**config.mk**
```make
export PLATFORM = sky130hd
export DESIGN_NAME = lcd_mem_sched_flat
export DESIGN_NICKNAME = d
export VERILOG_FILES = /design/src/rtl/lcd_mem_sched_if.sv /design/src/rtl/lcd_mem_sched.sv /design/src/flat_wrapper.sv
export SDC_FILE = /design/constraint.sdc
export NUM_CORES = 1
export LEC_CHECK = 0
export ABC_AREA = 1
export CAP_MARGIN = 20
export CORE_MARGIN = 1
export CORE_UTILIZATION = 34
export DETAILED_ROUTE_END_ITERATION = 10
export GPL_TIMING_DRIVEN = 0
export PLACE_DENSITY = 0.7
export SYNTH_ARGS = -nofsm -noshare
export SYNTH_HDL_FRONTEND = slang
export SYNTH_SLANG_ARGS = --single-unit
```
**constraint.sdc**
```tcl
create_clock -name clk -period 1.95 [get_ports clk]
set_input_delay 0.39 -clock clk [delete_from_list [all_inputs] [get_ports clk]]
set_output_delay 0.39 -clock clk [all_outputs]
set_load 0.02 [all_outputs]
```
**src/rtl/lcd_mem_sched_if.sv**
```systemverilog
// lcd_mem_sched_if
//   Bundles every signal between the display-port scheduler and its three
//   neighbours: the write requester, the LCD driver and the memory display port.
//
//   Write requester : wr_req, wr_addr, wr_data -> scheduler; wr_ack <- scheduler
//   LCD driver      : lcd_data, lcd_addr, lcd_valid, frame_done <- scheduler;
//                     lcd_ready -> scheduler
//   Refresh control : scan_en -> scheduler
//   Memory port     : cond, crw, mem_in <- scheduler; dis_out -> scheduler
//
//   Modport slave is the scheduler's view. Modport master is the view of
//   everything around it.
interface lcd_mem_sched_if #(
  parameter int ADDR_W = 5,
  parameter int DATA_W = 8
);
  logic              wr_req;
  logic [ADDR_W-1:0] wr_addr;
  logic [DATA_W-1:0] wr_data;
  logic              wr_ack;
  logic              scan_en;
  logic [DATA_W-1:0] lcd_data;
  logic [ADDR_W-1:0] lcd_addr;
  logic              lcd_valid;
  logic              lcd_ready;
  logic              frame_done;
  logic [ADDR_W-1:0] cond;
  logic [1:0]        crw;
  logic [DATA_W-1:0] mem_in;
  logic [DATA_W-1:0] dis_out;

  modport slave (
    input  wr_req, wr_addr, wr_data, scan_en, lcd_ready, dis_out,
    output wr_ack, lcd_data, lcd_addr, lcd_valid, frame_done, cond, crw, mem_in
  );

  modport master (
    output wr_req, wr_addr, wr_data, scan_en, lcd_ready, dis_out,
    input  wr_ack, lcd_data, lcd_addr, lcd_valid, frame_done, cond, crw, mem_in
  );
endinterface

```
**src/rtl/lcd_mem_sched.sv**
```systemverilog
// lcd_mem_sched
//   Owns the single display port of the memory module. It shares that port
//   between two users:
//   - external writes, using a req/ack handshake;
//   - a refresh scanner that reads cells 0..NUM_CELLS-1 in turn and hands each
//     byte to the LCD driver over a valid/ready handshake.
//   While a refresh read is waiting, at most WR_BURST_MAX writes in a row are
//   granted. This stops a steady stream of writes from starving the refresh.
//
//   Ports:
//     clk  - rising-edge clock
//     rst  - synchronous active-high reset
//     bus  - lcd_mem_sched_if.slave; carries the write handshake, the LCD
//            handshake, scan_en and the memory port (cond/crw/mem_in/dis_out)
//
//   Memory commands on crw: 2'b10 = write (commits on that edge),
//   2'b11 = read (dis_out is valid the following cycle), 2'b00 = idle.
module lcd_mem_sched #(
  parameter int ADDR_W       = 5,
  parameter int DATA_W       = 8,
  parameter int NUM_CELLS    = 32,
  parameter int WR_BURST_MAX = 4
) (
  input logic          clk,
  input logic          rst,
  lcd_mem_sched_if.slave bus
);

  localparam int BW = $clog2(WR_BURST_MAX + 1);

  typedef enum logic [1:0] {IDLE, WRITE, READ, WAIT} state_t;

  state_t            state_reg, state_next;
  logic [ADDR_W-1:0] wr_addr_reg;
  logic [DATA_W-1:0] wr_data_reg;
  logic [ADDR_W-1:0] scan_ptr_reg;
  logic [BW-1:0]     burst_cnt_reg;
  logic [DATA_W-1:0] lcd_data_reg;
  logic [ADDR_W-1:0] lcd_addr_reg;
  logic              lcd_valid_reg;
  logic              frame_done_reg;

  logic              read_ok;
  logic              burst_at_max;
  logic              latch_wr;
  logic              burst_inc;
  logic              burst_clr;
  logic              load_lcd;
  logic              lcd_accept;
  logic [ADDR_W-1:0] cond_next;
  logic [1:0]        crw_next;
  logic [DATA_W-1:0] mem_in_next;
  logic              wr_ack_next;

  assign burst_at_max = (burst_cnt_reg == BW'(WR_BURST_MAX));
  assign lcd_accept   = lcd_valid_reg && bus.lcd_ready;

  always_comb begin
    state_next  = state_reg;
    cond_next   = '0;
    crw_next    = 2'b00;
    mem_in_next = '0;
    wr_ack_next = 1'b0;
    latch_wr    = 1'b0;
    burst_inc   = 1'b0;
    burst_clr   = 1'b0;
    load_lcd    = 1'b0;
    // A new read may start only once the previous byte has left the output
    // register.
    read_ok     = bus.scan_en && !lcd_valid_reg;

    case (state_reg)
      IDLE: begin
        // Writes win. The exception is a pending refresh read after a full
        // burst of writes; then the read goes first.
        if (bus.wr_req && !(read_ok && burst_at_max)) begin
          latch_wr   = 1'b1;
          state_next = WRITE;
        end else if (read_ok) begin
          state_next = READ;
        end
      end
      WRITE: begin
        // If reset arrives during the write cycle, the command and the ack
        // are suppressed. No half-committed write is acknowledged, and the
        // requester simply asks again.
        if (!rst) begin
          cond_next   = wr_addr_reg;
          mem_in_next = wr_data_reg;
          crw_next    = 2'b10;
          wr_ack_next = 1'b1;
        end
        burst_inc  = 1'b1;
        state_next = IDLE;
      end
      READ: begin
        cond_next  = scan_ptr_reg;
        crw_next   = 2'b11;
        burst_clr  = 1'b1;
        state_next = WAIT;
      end
      WAIT: begin
        load_lcd   = 1'b1;
        state_next = IDLE;
      end
      default: state_next = IDLE;
    endcase
  end

  always_ff @(posedge clk) begin
    if (rst) begin
      state_reg      <= IDLE;
      wr_addr_reg    <= '0;
      wr_data_reg    <= '0;
      scan_ptr_reg   <= '0;
      burst_cnt_reg  <= '0;
      lcd_data_reg   <= '0;
      lcd_addr_reg   <= '0;
      lcd_valid_reg  <= 1'b0;
      frame_done_reg <= 1'b0;
    end else begin
      state_reg <= state_next;

      if (latch_wr) begin
        wr_addr_reg <= bus.wr_addr;
        wr_data_reg <= bus.wr_data;
      end

      if (burst_clr)
        burst_cnt_reg <= '0;
      else if (burst_inc && !burst_at_max)
        burst_cnt_reg <= burst_cnt_reg + 1'b1;

      // load_lcd and lcd_accept never coincide: lcd_valid is low
      // throughout a read.
      if (load_lcd) begin
        lcd_data_reg  <= bus.dis_out;
        lcd_addr_reg  <= scan_ptr_reg;
        lcd_valid_reg <= 1'b1;
      end else if (lcd_accept) begin
        lcd_valid_reg <= 1'b0;
        scan_ptr_reg  <= (scan_ptr_reg == ADDR_W'(NUM_CELLS - 1)) ? '0
                                                                  : scan_ptr_reg + 1'b1;
      end

      frame_done_reg <= lcd_accept && (lcd_addr_reg == ADDR_W'(NUM_CELLS - 1));
    end
  end

  assign bus.cond       = cond_next;
  assign bus.crw        = crw_next;
  assign bus.mem_in     = mem_in_next;
  assign bus.wr_ack     = wr_ack_next;
  assign bus.lcd_data   = lcd_data_reg;
  assign bus.lcd_addr   = lcd_addr_reg;
  assign bus.lcd_valid  = lcd_valid_reg;
  assign bus.frame_done = frame_done_reg;

endmodule
```
**src/flat_wrapper.sv**
```systemverilog
// flat-port wrapper written by rule: the top's interface ports become plain ports
module lcd_mem_sched_flat 
#(
  parameter int ADDR_W       = 5,
  parameter int DATA_W       = 8,
  parameter int NUM_CELLS    = 32,
  parameter int WR_BURST_MAX = 4
)
  (clk, rst, bus_wr_req, bus_wr_addr, bus_wr_data, bus_scan_en, bus_lcd_ready, bus_dis_out, bus_wr_ack, bus_lcd_data, bus_lcd_addr, bus_lcd_valid, bus_frame_done, bus_cond, bus_crw, bus_mem_in);
  lcd_mem_sched_if #(.ADDR_W(ADDR_W), .DATA_W(DATA_W)) bus_i ();
  input logic clk;
  input logic rst;
  input wire logic [$bits(bus_i.wr_req)-1:0] bus_wr_req;
  input wire logic [$bits(bus_i.wr_addr)-1:0] bus_wr_addr;
  input wire logic [$bits(bus_i.wr_data)-1:0] bus_wr_data;
  input wire logic [$bits(bus_i.scan_en)-1:0] bus_scan_en;
  input wire logic [$bits(bus_i.lcd_ready)-1:0] bus_lcd_ready;
  input wire logic [$bits(bus_i.dis_out)-1:0] bus_dis_out;
  output wire logic [$bits(bus_i.wr_ack)-1:0] bus_wr_ack;
  output wire logic [$bits(bus_i.lcd_data)-1:0] bus_lcd_data;
  output wire logic [$bits(bus_i.lcd_addr)-1:0] bus_lcd_addr;
  output wire logic [$bits(bus_i.lcd_valid)-1:0] bus_lcd_valid;
  output wire logic [$bits(bus_i.frame_done)-1:0] bus_frame_done;
  output wire logic [$bits(bus_i.cond)-1:0] bus_cond;
  output wire logic [$bits(bus_i.crw)-1:0] bus_crw;
  output wire logic [$bits(bus_i.mem_in)-1:0] bus_mem_in;
  assign bus_i.wr_req = bus_wr_req;
  assign bus_i.wr_addr = bus_wr_addr;
  assign bus_i.wr_data = bus_wr_data;
  assign bus_i.scan_en = bus_scan_en;
  assign bus_i.lcd_ready = bus_lcd_ready;
  assign bus_i.dis_out = bus_dis_out;
  assign bus_wr_ack = bus_i.wr_ack;
  assign bus_lcd_data = bus_i.lcd_data;
  assign bus_lcd_addr = bus_i.lcd_addr;
  assign bus_lcd_valid = bus_i.lcd_valid;
  assign bus_frame_done = bus_i.frame_done;
  assign bus_cond = bus_i.cond;
  assign bus_crw = bus_i.crw;
  assign bus_mem_in = bus_i.mem_in;
  lcd_mem_sched #(.ADDR_W(ADDR_W), .DATA_W(DATA_W), .NUM_CELLS(NUM_CELLS), .WR_BURST_MAX(WR_BURST_MAX)) u_core (.clk(clk), .rst(rst), .bus(bus_i));
endmodule
```
-- After elaboration in Yosys (flattened, before gate mapping)
Cells that the tools add are included.
- RAM bits: 0
- latch bits: 0
- register bits: 38
- logic and storage cells: 52
- input bits: 26
- memories kept: 0
- memory bits (read-only): 0
- output and inout port bits: 31
- $lt $le $gt $ge: 0
- shift operators: 0
- reductions and logical operators: 14
- eq/ne operators: 7
- bitwise gates (word level): 1
- muxes and demuxes: 19
- add/sub/neg operators: 2
- multiply operators: 0
- div/mod/pow operators: 0
- operator list (kind ; number):
    $mux 8 ; 2
    $eq 5x5->1 const B ; 2
    $mux 5 ; 2
    $pmux 5 s2 ; 1
    $mux 1 ; 9
    $logic_and 1x1->1 ; 6
    $mux 2 ; 3
    $pmux 2 s3 ; 1
    $add 5x1->5 const B ; 1
    $eq 2x2->1 const B ; 2
    $pmux 2 s2 ; 1
    $reduce_or 2->1 ; 2
    $add 3x1->3 const B ; 1
    $eq 3x3->1 const B ; 1
    $logic_not 1->1 ; 3
    $ne 3x1->1 const B ; 1
    $eq 2x1->1 const B ; 1
    $logic_not 2->1 ; 1
    $reduce_and 2->1 ; 1
    $reduce_bool 2->1 ; 1
    $not 1->1 ; 1

-- Depth between registers and ports, before layout
Gate-level depths: netlist of the first run.
- word-level depth: 7
- gate-level depth with buffers: 10
- mapped depth without buffers: 9

-- Least setup slack after synthesis of the first run
OpenSTA, ideal clock, no wires.
- kind: register to output
- start point: reg u_core.state_reg[1]
- end point: out bus_cond[0]
- stages on the path, launching flop included: 7
- buffers on the path: 0
- path slack: 255 ps
- arrival time: 1305 ps
- data required time: 1560 ps
- cell sequence: dfxtp_1 > inv_1 > ha_1 > nand2_1 > inv_2 > nand2_1 > a21oi_1
- longest elaborated chain between the ends: 2
- elaborated cells between the ends (all ways): 3
- those cells by class: eq/ne: 2; mux: 1
- ends and longest elaborated chain (what ; line ; text):
    from (decl) ; lcd_mem_sched.sv:33 ; state_t state_reg, state_next;
    from (signal assigned) ; lcd_mem_sched.sv:122 ; state_reg <= state_next;
    $eq 2x2->1 / $eq 2x1->1 (equally long branches) ; lcd_mem_sched.sv:72 ; case (state_reg)
    $pmux 5 s2 (*) ; lcd_mem_sched.sv:72 ;
    to (decl) ; flat_wrapper.sv:24 ; output wire logic [$bits(bus_i.cond)-1:0] bus_cond;
Every way passes the cells marked *; elsewhere a longest branch is shown, timed or not.

-- Worst setup path after layout of the first run
- start point: reg u_core.state_reg[0]
- end point: out bus_cond[2]
Same word-level chain as after synthesis.

==> metrics.md, run 1 <==
| Metric | Value |
|---|---|
| Die Ht | 76.30 um |
| Clock tree sinks | 38 |
| DRT Pass-1 Iters | 4 |
| Row cnt | 26 |
| Asr flop ratio synth | 0% |
| Final min period | 1.854 ns |
| Top-area cell type share of the netlist area | 40.53% |
| Outcome | complete, no violations |
| Top_reg_cell synth | dfxtp_1 |
| Io pins | 57 |
| Top-count cell post-synth | nand2_1 |
| Drt drc | 0 |
| Pwr/cell area | 662.0 nW/um^2 |
| All-Layer GR Usage | 15.96% |
| Largest net degree at the start of global routing | 13 |
| Vias in the first global route | 1676 |
| Critical path fanouts, max | 6 |
| Commonest cells post-synth | nand2_1, nor2_1, inv_1 |
| Reg clk slew, reported paths | 0.08 ns |
| Worst Hold Launch | u_core.bus.lcd_addr[0]$_SDFFE_PP0P_ |
| Worst-margin pin slew | 0.5006 ns |
| Worst Path Arrival | 1.46 ns |
| Die ar. | 5821 sq um |
| Starting Density | 36.06% |
| CP Capture Type | output port |
| Post-synthesis cell type with the largest combined area | dfxtp_1 |
| Clock root buffer | clkbuf_8 |
| Final setup margin | 0.09568 ns |
| P_leak | 0.001257 uW |
| Post-CTS setup buffer count | 0 |
| Layout cell share with drive strength beyond 1 | 11.34% |
| # diodes | 0 |
| Top cells by area, synth | dfxtp_1, nand2_1, nor2_1 |
| R2R Path End | u_core.wr_data_reg[4]$_SDFFE_PP0P_ |
| RePlAce Congestion | 0.7855 |
| Initial antenna violation count | 0 |
| Number of synthesized register bits | 38 |
| Layout Skew | 0.006251 ns |
| Worst hold path class | reg -> reg |
| Pins over their slew limit | 0 |
| Port bufs | 56 |
| Worst slew margin | 66.63% |
| Worst Reg-to-Reg Cells | 7 |
| FMAX | 539.3 MHz |
| Sequential share of the synthesized area | 40.53% |
| CTS H-tree lvls | 2 |
| Post-place setup slack | -0.7705 ns |
| Hold Violations, Final | 0 |
| Warnings, synthesis | 0 |
| Max_cap viols | 0 |
| CTS max path bufs | 2 |
| Yosys cell types | 24 |
| Area post-placement | 2525 sq um |
| Critical Path Start Type | flop |
| TritonCTS clock tree | yes |
| Net count after synthesis | 314 |
| Critical path class | reg -> out |
| Unrepaired setup endpoints after global routing | true |
| Peak VDD IR | 452.1 uV |
| WHS Endpoint | u_core.bus.frame_done$_SDFF_PP0_ |
| Core footprint | 5205 sq um |
| Wirelength per Cell | 10.37 um |
| Final instance area | 2621 sq um |
| EDFF count, synth | 0 |
| First-pass GRT wire length | 7500 um |
| Area delta synth->final | 39.67% |
| Gr ovfl total | 0 |
| Via density per instance | 4.406 |
| RR Startpoint | u_core.state_reg[0]$_SDFFE_PP0P_ |
| R2R setup slack | 0.45 ns |
| WHS Path Cells | 2 |
| Routed via count | 1824 |
| DR iter-0 viols | 85 |
| Routed wire length | 4292 um |
| Tcrit/Tclk final | 95.09% |
| Number of buffers created by CTS | 5 |
| Synthesized area | 1877 sq um |
| Data required, critical path | 1.56 ns |
| Die width | 76.30 um |
| Mean Syn Cell Area | 6.703 sq um |
| Clk_lat worst skew | 0.30 ns |
| Detail Route Antenna Nets | 0 |
| Half-perimeter wire length after placement | 3287 um |
| Final net count | 377 |
| Setup-failing EPs final | 0 |
| Mapped Cells | 280 |
## layout make-up
| type | count | area [sq um] |
|---|---|---|
| plain buffers | 10 | 51.30 |
| clock buffers | 6 | 82.58 |
| clock inverters | 2 | 12.51 |
| fillers | 544 | 2584 |
| inverters | 60 | 227.7 |
| multi-input cells | 172 | 865.8 |
| flip-flops and latches | 38 | 762.0 |
| well taps | 70 | 87.58 |
| repair buffers | 56 | 531.8 |
## worst max path at each step
stage | startpoint | endpoint | slack (ns) | cells past startpoint
2_1_floorplan | u_core.state_reg[1]$_SDFFE_PP0P_ | bus_cond[0] | 0.26 | 6
3_3_place_gp | rst | bus_cond[4] | -0.79 | 7
3_5_place_dp | rst | bus_cond[0] | -0.77 | 7
4_1_cts | u_core.state_reg[1]$_SDFFE_PP0P_ | bus_cond[2] | 0.002 | 7
5_1_grt | u_core.state_reg[0]$_SDFFE_PP0P_ | bus_crw[1] | -0.001 | 5
6_report | u_core.state_reg[0]$_SDFFE_PP0P_ | bus_cond[2] | 0.1 | 5
## through the flow
stage / std cells / power (uW) / util (%) / hold slack [ns] / TNS, ns
2_1_floorplan: 280 / 1055 / - / 0.4347 / 0
3_5_place_dp: 406 / 1185 / 48.51 / 0.4551 / -9.189
6_report: 414 / 1735 / 50.36 / 0.4563 / 0
5_1_grt: 414 / 1842 / 50.36 / 0.4965 / -0.001377
4_1_cts: 414 / 1750 / 49.90 / 0.4653 / 0
3_3_place_gp: 406 / 1179 / 48.51 / 0.4507 / -9.551
## layer usage
layer	vias to the layer above	global-route usage (%)	wire length [um]
met2	49	26.85	1950
met3	4	5.269	259
met4	0	4.038	37
met5	-	0	0
met1	787	19.51	2044
li1	984	-	-
## report_power, final
group	internal (uW)	leakage, uW	switching, uW
combinational	143	0.000899	181
clock	284	0.0000472	283
sequential	821	0.000311	22.6
## kinds of logic after synthesis
group,count (synthesis),share of synthesized area [%]
adder cells (fa/ha/maj),8,5.334
buffers and inverters,70,14.73
AO/OA/AOI/OAI,36,9.733
flip-flops,38,40.53
AND/OR/NAND/NOR,128,29.67
## critical path, cell delays in order, from the launching register on
cell and delay (ns):
dfxtp_2 0.38, inv_1 0.08, ha_1 0.29, inv_1 0.19
a21oi_1 0.07, buf_4 0.16
## layout by cell type (no fill, tap or decap), types with 3 or more instances in the layout
cell / instances
clkbuf_1: 5
nand3_1: 3
dfxtp_1: 37
o21ai_1: 5
ha_1: 6
nand2_1: 51
a21oi_1: 16
nor2_1: 51
dlygate4sd2_1: 11
inv_2: 11
clkdlybuf4s50_1: 39
clkbuf_8: 6
buf_4: 7
nand4_1: 14
inv_1: 48
o21ai_0: 13
## timing repair
action / in CTS / in global routing
endpoints found under the setup margin: 16 / 15
gates cloned: 0 / 0
hold endpoints to repair: 0 / 0
hold buffers: 0 / 0
resized for setup: 43 / 7
No activity file was read; power rests on OpenSTA's default activity.
==> run 2, diff against run 1 <==
--- a/config.mk
+++ b/config.mk
@@ -5,13 +5,13 @@
 export SDC_FILE = /design/constraint.sdc
 export NUM_CORES = 1
 export LEC_CHECK = 0
-export ABC_AREA = 1
 export CAP_MARGIN = 20
 export CORE_MARGIN = 1
 export CORE_UTILIZATION = 34
 export DETAILED_ROUTE_END_ITERATION = 10
 export GPL_TIMING_DRIVEN = 0
-export PLACE_DENSITY = 0.7
+export PLACE_DENSITY = 0.71
+export SKIP_CTS_REPAIR_TIMING = 1
 export SYNTH_ARGS = -nofsm -noshare
 export SYNTH_HDL_FRONTEND = slang
 export SYNTH_SLANG_ARGS = --single-unit
==> run 2 against run 1 <==
Against the previous run: sequential power about the same; critical path depth increased by 2; die area decreased by 6.1%; synthesized area fell by 6.3%; clock power rose by 20%; critical path type unchanged.
==> metrics.md, run 2 <==
| Metric | Value |
|---|---|
| Mean Syn Cell Area | 9.210 sq um |
| FF+latch area | 765.7 sq um |
| Final min period | 1.943 ns |
| Switching pwr | 448.1 uW |
| RR Startpoint | u_core.scan_ptr_reg[0]$_SDFFE_PP0P_ |
| Total power | 1843 uW |
| Starting Density | 36.28% |
| DRT Pass-1 Iters | 4 |
| Routed wire length | 4213 um |
| CTS H-tree lvls | 2 |
| Layout Skew | 0.005172 ns |
| Gate power share | 17.4% |
| CTS max path bufs | 2 |
| Multi-input logic area | 938.4 sq um |
| Asr flop ratio synth | 0% |
| Number of synthesized register bits | 38 |
| Clk pwr share | 37.0% |
| First-pass GRT wire length | 6782 um |
| WHS Path Cells | 2 |
| P_int | 1395 uW |
| Sequential Power Share | 45.6% |
| Wirelength per Cell | 13.00 um |
| Data required, critical path | 1.56 ns |
| Filler-free cell count of the finished design | 324 |
| Unrepaired setup endpoints after global routing | true |
| Port bufs | 55 |
| Sequential share of the synthesized area | 43.24% |
| Net count after synthesis | 225 |
| Core footprint | 4848 sq um |
| Placed Cells | 313 |
| Vias in the first global route | 1468 |
| Initial antenna violation count | 0 |
| Setup-failing EPs final | 0 |
| Top_reg_cell synth | dfxtp_1 |
| Top cells by area, synth | dfxtp_1, mux2i_1, nand2_1 |
| EDFF count, synth | 0 |
| Die Ht | 73.93 um |
| Drt drc | 0 |
| # diodes | 0 |
| TritonCTS clock tree | yes |
| FMAX | 514.8 MHz |
| CP Capture Type | output port |
| Area post-placement | 2394 sq um |
| Worst slew margin | 64.59% |
| Final setup margin | 0.007385 ns |
| Post-synthesis cell type with the largest combined area | dfxtp_1 |
| RePlAce Congestion | 0.7075 |
| Area delta synth->final | 44.81% |
| Io pins | 57 |
| Peak VDD IR | 444.7 uV |
| Max_cap viols | 0 |
| Synthesized area | 1759 sq um |
| Layout cell share with drive strength beyond 1 | 15.56% |
| Yosys cell types | 34 |
| Largest net degree at the start of global routing | 12 |
| Final instance area | 2547 sq um |
| Critical path fanouts, max | 5 |
| Die ar. | 5466 sq um |
| Critical path class | reg -> out |
| CP startpoint | u_core.state_reg[1]$_SDFFE_PP0P_ |
| Max stage delay on crit path | 0.34 ns |
| Post-place setup slack | -0.4861 ns |
| Top-area cell type share of the netlist area | 43.24% |
| Worst Hold Launch | u_core.wr_data_reg[0]$_SDFFE_PP0P_ |
| Fill count | 459 |
| Hold WS | 0.4561 ns |
| Gr ovfl total | 0 |
| Crit-path cells | inv_2, ha_4, nor2b_4, buf_12, a22oi_1, nor2b_1, buf_4 |
| Via density per instance | 4.753 |
| DR iter-0 viols | 64 |
| Top-count cell post-synth | dfxtp_1 |
| Routed via count | 1540 |
| Hold Violations, Final | 0 |
| Warnings, synthesis | 0 |
| Number of buffers created by CTS | 5 |
| P_leak | 0.001051 uW |
| Pins over their slew limit | 0 |
| Clock root buffer | clkbuf_8 |
| Worst Path Arrival | 1.55 ns |
| Detail Route Antenna Nets | 0 |
| Mapped Cells | 191 |
| Worst-margin pin slew | 0.5311 ns |
| Reg clk slew, reported paths | 0.07 ns |
| All-Layer GR Usage | 16.35% |
| Worst hold path class | reg -> reg |
| Clk_lat worst skew | 0.29 ns |
| Worst Reg-to-Reg Cells | 5 |
| Switching share of power | 24.32% |
| Commonest cells post-synth | dfxtp_1, nand2_1, mux2i_1 |
| Pwr/cell area | 723.4 nW/um^2 |
| Half-perimeter wire length after placement | 2953 um |
| Row cnt | 25 |
| Tcrit/Tclk final | 99.62% |
| Most frequent cells in the layout | clkdlybuf4s50_1, dfxtp_1, nand2_1, mux2i_1, nor2_1 |
| Clock tree sinks | 38 |
| CP max-delay cell | dfxtp_2 |
| Most common cell after layout, fill and taps aside | clkdlybuf4s50_1 |
| Die width | 73.93 um |
| Final net count | 291 |
| Outcome | complete, no violations |
| Critical Path Start Type | flop |
[run 2: cell types whose count changed after synthesis, sizes merged, moves of 5 or more]
cell | before | now
a22oi | 0 | 5
a21oi | 17 | 6
nand2 | 53 | 30
and2 | 0 | 8
inv | 60 | 7
nand4 | 14 | 2
o21ai | 18 | 4
nor2 | 52 | 19
mux2i | 0 | 28
nor2b | 0 | 6
[run 2: path summary, 6_finish.rpt]
| path | end | slack [ns] |
|---|---|---|
| min reg2reg | u_core.wr_data_reg[0]$_SDFFE_PP0P_ | 0.46 |
| max | bus_cond[0] | 0.007 |
| min | u_core.wr_data_reg[0]$_SDFFE_PP0P_ | 0.46 |
| max reg2reg | u_core.scan_ptr_reg[2]$_SDFFE_PP0P_ | 0.18 |
[run 2: kinds of logic after synthesis]
| kind of cell | share of synthesized area [%] |
|---|---|
| AO/OA/AOI/OAI | 7.754 |
| XOR/XNOR | 0.4980 |
| adder cells (fa/ha/maj) | 5.690 |
| buffers and inverters | 5.263 |
| flip-flops | 43.24 |
| multiplexers | 15.93 |
| AND/OR/NAND/NOR | 21.62 |
[run 2: layout make-up]
class,count,area share (%)
flip-flops and latches,38,30.06
plain buffers,11,3.143
clock buffers,6,3.242
multi-input cells,135,36.84
inverters,7,1.031
clock inverters,1,1.179
well taps,67,3.291
repair buffers,59,21.22
[run 2: per-stage QoR]
step	util, %	TNS [ns]
floorplan	-	0
global placement	49.37	-6.362
global route	52.54	-0.1923
detailed placement	49.37	-6.346
CTS	51.69	-11.15
finish	52.54	0
[run 2: critical path, delay by kind of cell (launching register included)]
kind	cells	cell delay (ns)
AO/OA/AOI/OAI	1	0.05
adder cells (fa/ha/maj)	1	0.15
buffers and inverters	3	0.38
flip-flops	1	0.34
AND/OR/NAND/NOR	2	0.35
[run 2: power by group through the flow]
stage | sequential [uW] | combinational, uW | clock, uW
4_1_cts | 837 | 293 | 690
2_1_floorplan | 855 | 175 | 0
6_report | 841 | 320 | 682
5_1_grt | 847 | 353 | 733
3_5_place_dp | 855 | 292 | 0
3_3_place_gp | 854 | 287 | 0
[run 2: layer usage]
| metal | vias to the layer above | GRT usage (%) | wire length [um] |
|---|---|---|---|
| li1 | 779 | - | - |
| met1 | 730 | 22.20 | 1974 |
| met2 | 26 | 24.75 | 2051 |
| met3 | 5 | 4.472 | 129 |
| met4 | 0 | 6.197 | 58 |
| met5 | - | 0 | 0 |
==> run 3, diff against run 2 <==
--- a/config.mk
+++ b/config.mk
@@ -10,7 +10,8 @@
 export CORE_UTILIZATION = 34
 export DETAILED_ROUTE_END_ITERATION = 10
 export GPL_TIMING_DRIVEN = 0
-export PLACE_DENSITY = 0.71
+export HOLD_SLACK_MARGIN = 0.15
+export PLACE_DENSITY = 0.69
 export SKIP_CTS_REPAIR_TIMING = 1
 export SYNTH_ARGS = -nofsm -noshare
 export SYNTH_HDL_FRONTEND = slang
==> run 3 against run 2 <==
Against the previous run: clock power fell by 28%; highest routed layer unchanged; via count fell by 1.8%; sequential share of layout area rose by 0.089 points; final cell count fell by 0.62%; largest cell class unchanged; sequential power barely moved; utilization fell by 0.15 points; total power fell by 10%; critical path depth fell by 1; fmax rose by 1.1%; clock-buffer cell count rose by 1; non-clock buffer count fell by 2; first-iteration DRC count rose by 7.8%.
==> metrics.md, run 3 (same netlist as run 2, synthesis figures left out) <==
| Metric | Value |
|---|---|
| CP max-delay cell | dfxtp_2 |
| Unrepaired setup endpoints after global routing | true |
| CP Capture Type | output port |
| Pins over their slew limit | 0 |
| Critical Path Start Type | flop |
| Die Ht | 73.93 um |
| Area delta synth->final | 44.38% |
| Half-perimeter wire length after placement | 2923 um |
| Multi-input logic area | 945.9 sq um |
| CTS H-tree lvls | 2 |
| All-Layer GR Usage | 15.29% |
| Row cnt | 25 |
| Tcrit/Tclk final | 98.49% |
| Initial antenna violation count | 0 |
| CTS max path bufs | 2 |
| Reg clk slew, reported paths | 0.07 ns |
| FF+latch area | 765.7 sq um |
| RePlAce Congestion | 0.7132 |
| Fill count | 460 |
| Data required, critical path | 1.56 ns |
| Most common cell after layout, fill and taps aside | clkdlybuf4s50_1 |
| Die ar. | 5466 sq um |
| Sequential Power Share | 51.0% |
| Max stage delay on crit path | 0.34 ns |
| Worst Path Arrival | 1.53 ns |
| Clk_lat worst skew | 0.28 ns |
| Setup-failing EPs final | 0 |
| Clk pwr share | 29.9% |
| Post-place setup slack | -0.4810 ns |
| Via density per instance | 4.699 |
| Pwr/cell area | 651.5 nW/um^2 |
| Worst-margin pin slew | 0.5106 ns |
| Crit-path cells | inv_2, ha_4, nor2b_4, buf_6, and2_1, buf_4 |
| Final instance area | 2540 sq um |
| P_leak | 0.001024 uW |
| Final setup margin | 0.02941 ns |
| Layout cell share with drive strength beyond 1 | 17.25% |
| Drt drc | 0 |
| P_int | 1232 uW |
| Routed via count | 1513 |
| Outcome | complete, no violations |
| Switching share of power | 25.56% |
| Detail Route Antenna Nets | 0 |
| Switching pwr | 422.9 uW |
| Clock tree sinks | 38 |
| Routed wire length | 4150 um |
| Starting Density | 36.28% |
| Final min period | 1.921 ns |
| Port bufs | 55 |
| Largest net degree at the start of global routing | 11 |
| Vias in the first global route | 1369 |
| Worst slew margin | 65.96% |
| First-pass GRT wire length | 6320 um |
| Gate power share | 19.1% |
| Final net count | 289 |
| Layout Skew | 0.003861 ns |
| Worst hold path class | reg -> reg |
| Critical path fanouts, max | 7 |
| Peak VDD IR | 284.8 uV |
| DRT Pass-1 Iters | 4 |
| # diodes | 0 |
| Core footprint | 4848 sq um |
| Hold Violations, Final | 0 |
| Clock root buffer | clkbuf_8 |
| Io pins | 57 |
| Most frequent cells in the layout | clkdlybuf4s50_1, dfxtp_1, nand2_1, mux2i_1, nor2_1 |
| Wirelength per Cell | 12.89 um |
| FMAX | 520.7 MHz |
| Gr ovfl total | 0 |
| Number of buffers created by CTS | 5 |
| Die width | 73.93 um |
| Critical path class | reg -> out |
| DR iter-0 viols | 69 |
| TritonCTS clock tree | yes |
| Max_cap viols | 0 |
| Area post-placement | 2394 sq um |
[run 3: worst paths after layout]
check	startpoint	end	slack [ns]	cells past startpoint
max reg2reg	u_core.scan_ptr_reg[0]$_SDFFE_PP0P_	u_core.scan_ptr_reg[3]$_SDFFE_PP0P_	0.17	5
max	u_core.state_reg[1]$_SDFFE_PP0P_	bus_mem_in[1]	0.03	6
min	u_core.wr_addr_reg[3]$_SDFFE_PP0P_	u_core.wr_addr_reg[3]$_SDFFE_PP0P_	0.46	2
min reg2reg	u_core.wr_addr_reg[3]$_SDFFE_PP0P_	u_core.wr_addr_reg[3]$_SDFFE_PP0P_	0.46	2
[run 3: metal layers]
layer,track usage (%),vias to the layer above,wire length (um)
met3,2.981,7,92
li1,-,779,-
met5,0,-,0
met4,8.333,0,84
met2,22.63,21,2034
met1,20.92,706,1939
[run 3: power groups by stage]
stage | logic (uW) | registers, uW | clock network [uW]
after global routing | 346 | 849 | 544
final | 317 | 844 | 494
after global placement | 288 | 855 | 0
after detailed placement | 292 | 857 | 0
after CTS | 293 | 839 | 514
after floorplan | 175 | 855 | 0
[run 3: area by class of cell]
| type | count | area share (%) |
|---|---|---|
| well taps | 67 | 3.300 |
| repair buffers | 57 | 22.12 |
| multi-input cells | 135 | 37.24 |
| flip-flops and latches | 38 | 30.15 |
| clock buffers | 7 | 3.005 |
| inverters | 7 | 1.034 |
| plain buffers | 11 | 3.153 |
[run 3: through the flow]
stage / power (uW) / instances / utilization (%) / hold WS [ns] / setup TNS [ns]
floorplan: 1030 / 191 / - / 0.4301 / 0
global placement: 1143 / 313 / 49.37 / 0.4393 / -6.402
detailed placement: 1148 / 313 / 49.37 / 0.4492 / -6.270
CTS: 1647 / 320 / 50.94 / 0.4597 / -11.18
global route: 1739 / 322 / 52.39 / 0.4740 / -0.6875
finish: 1655 / 322 / 52.39 / 0.4569 / 0
[run 3: worst max-delay path, delay by kind of cell, from the launching register on]
kind	cells	cell delay, ns
flops	1	0.34
fa+ha+maj	1	0.15
simple gates	2	0.38
buf+inv	3	0.37
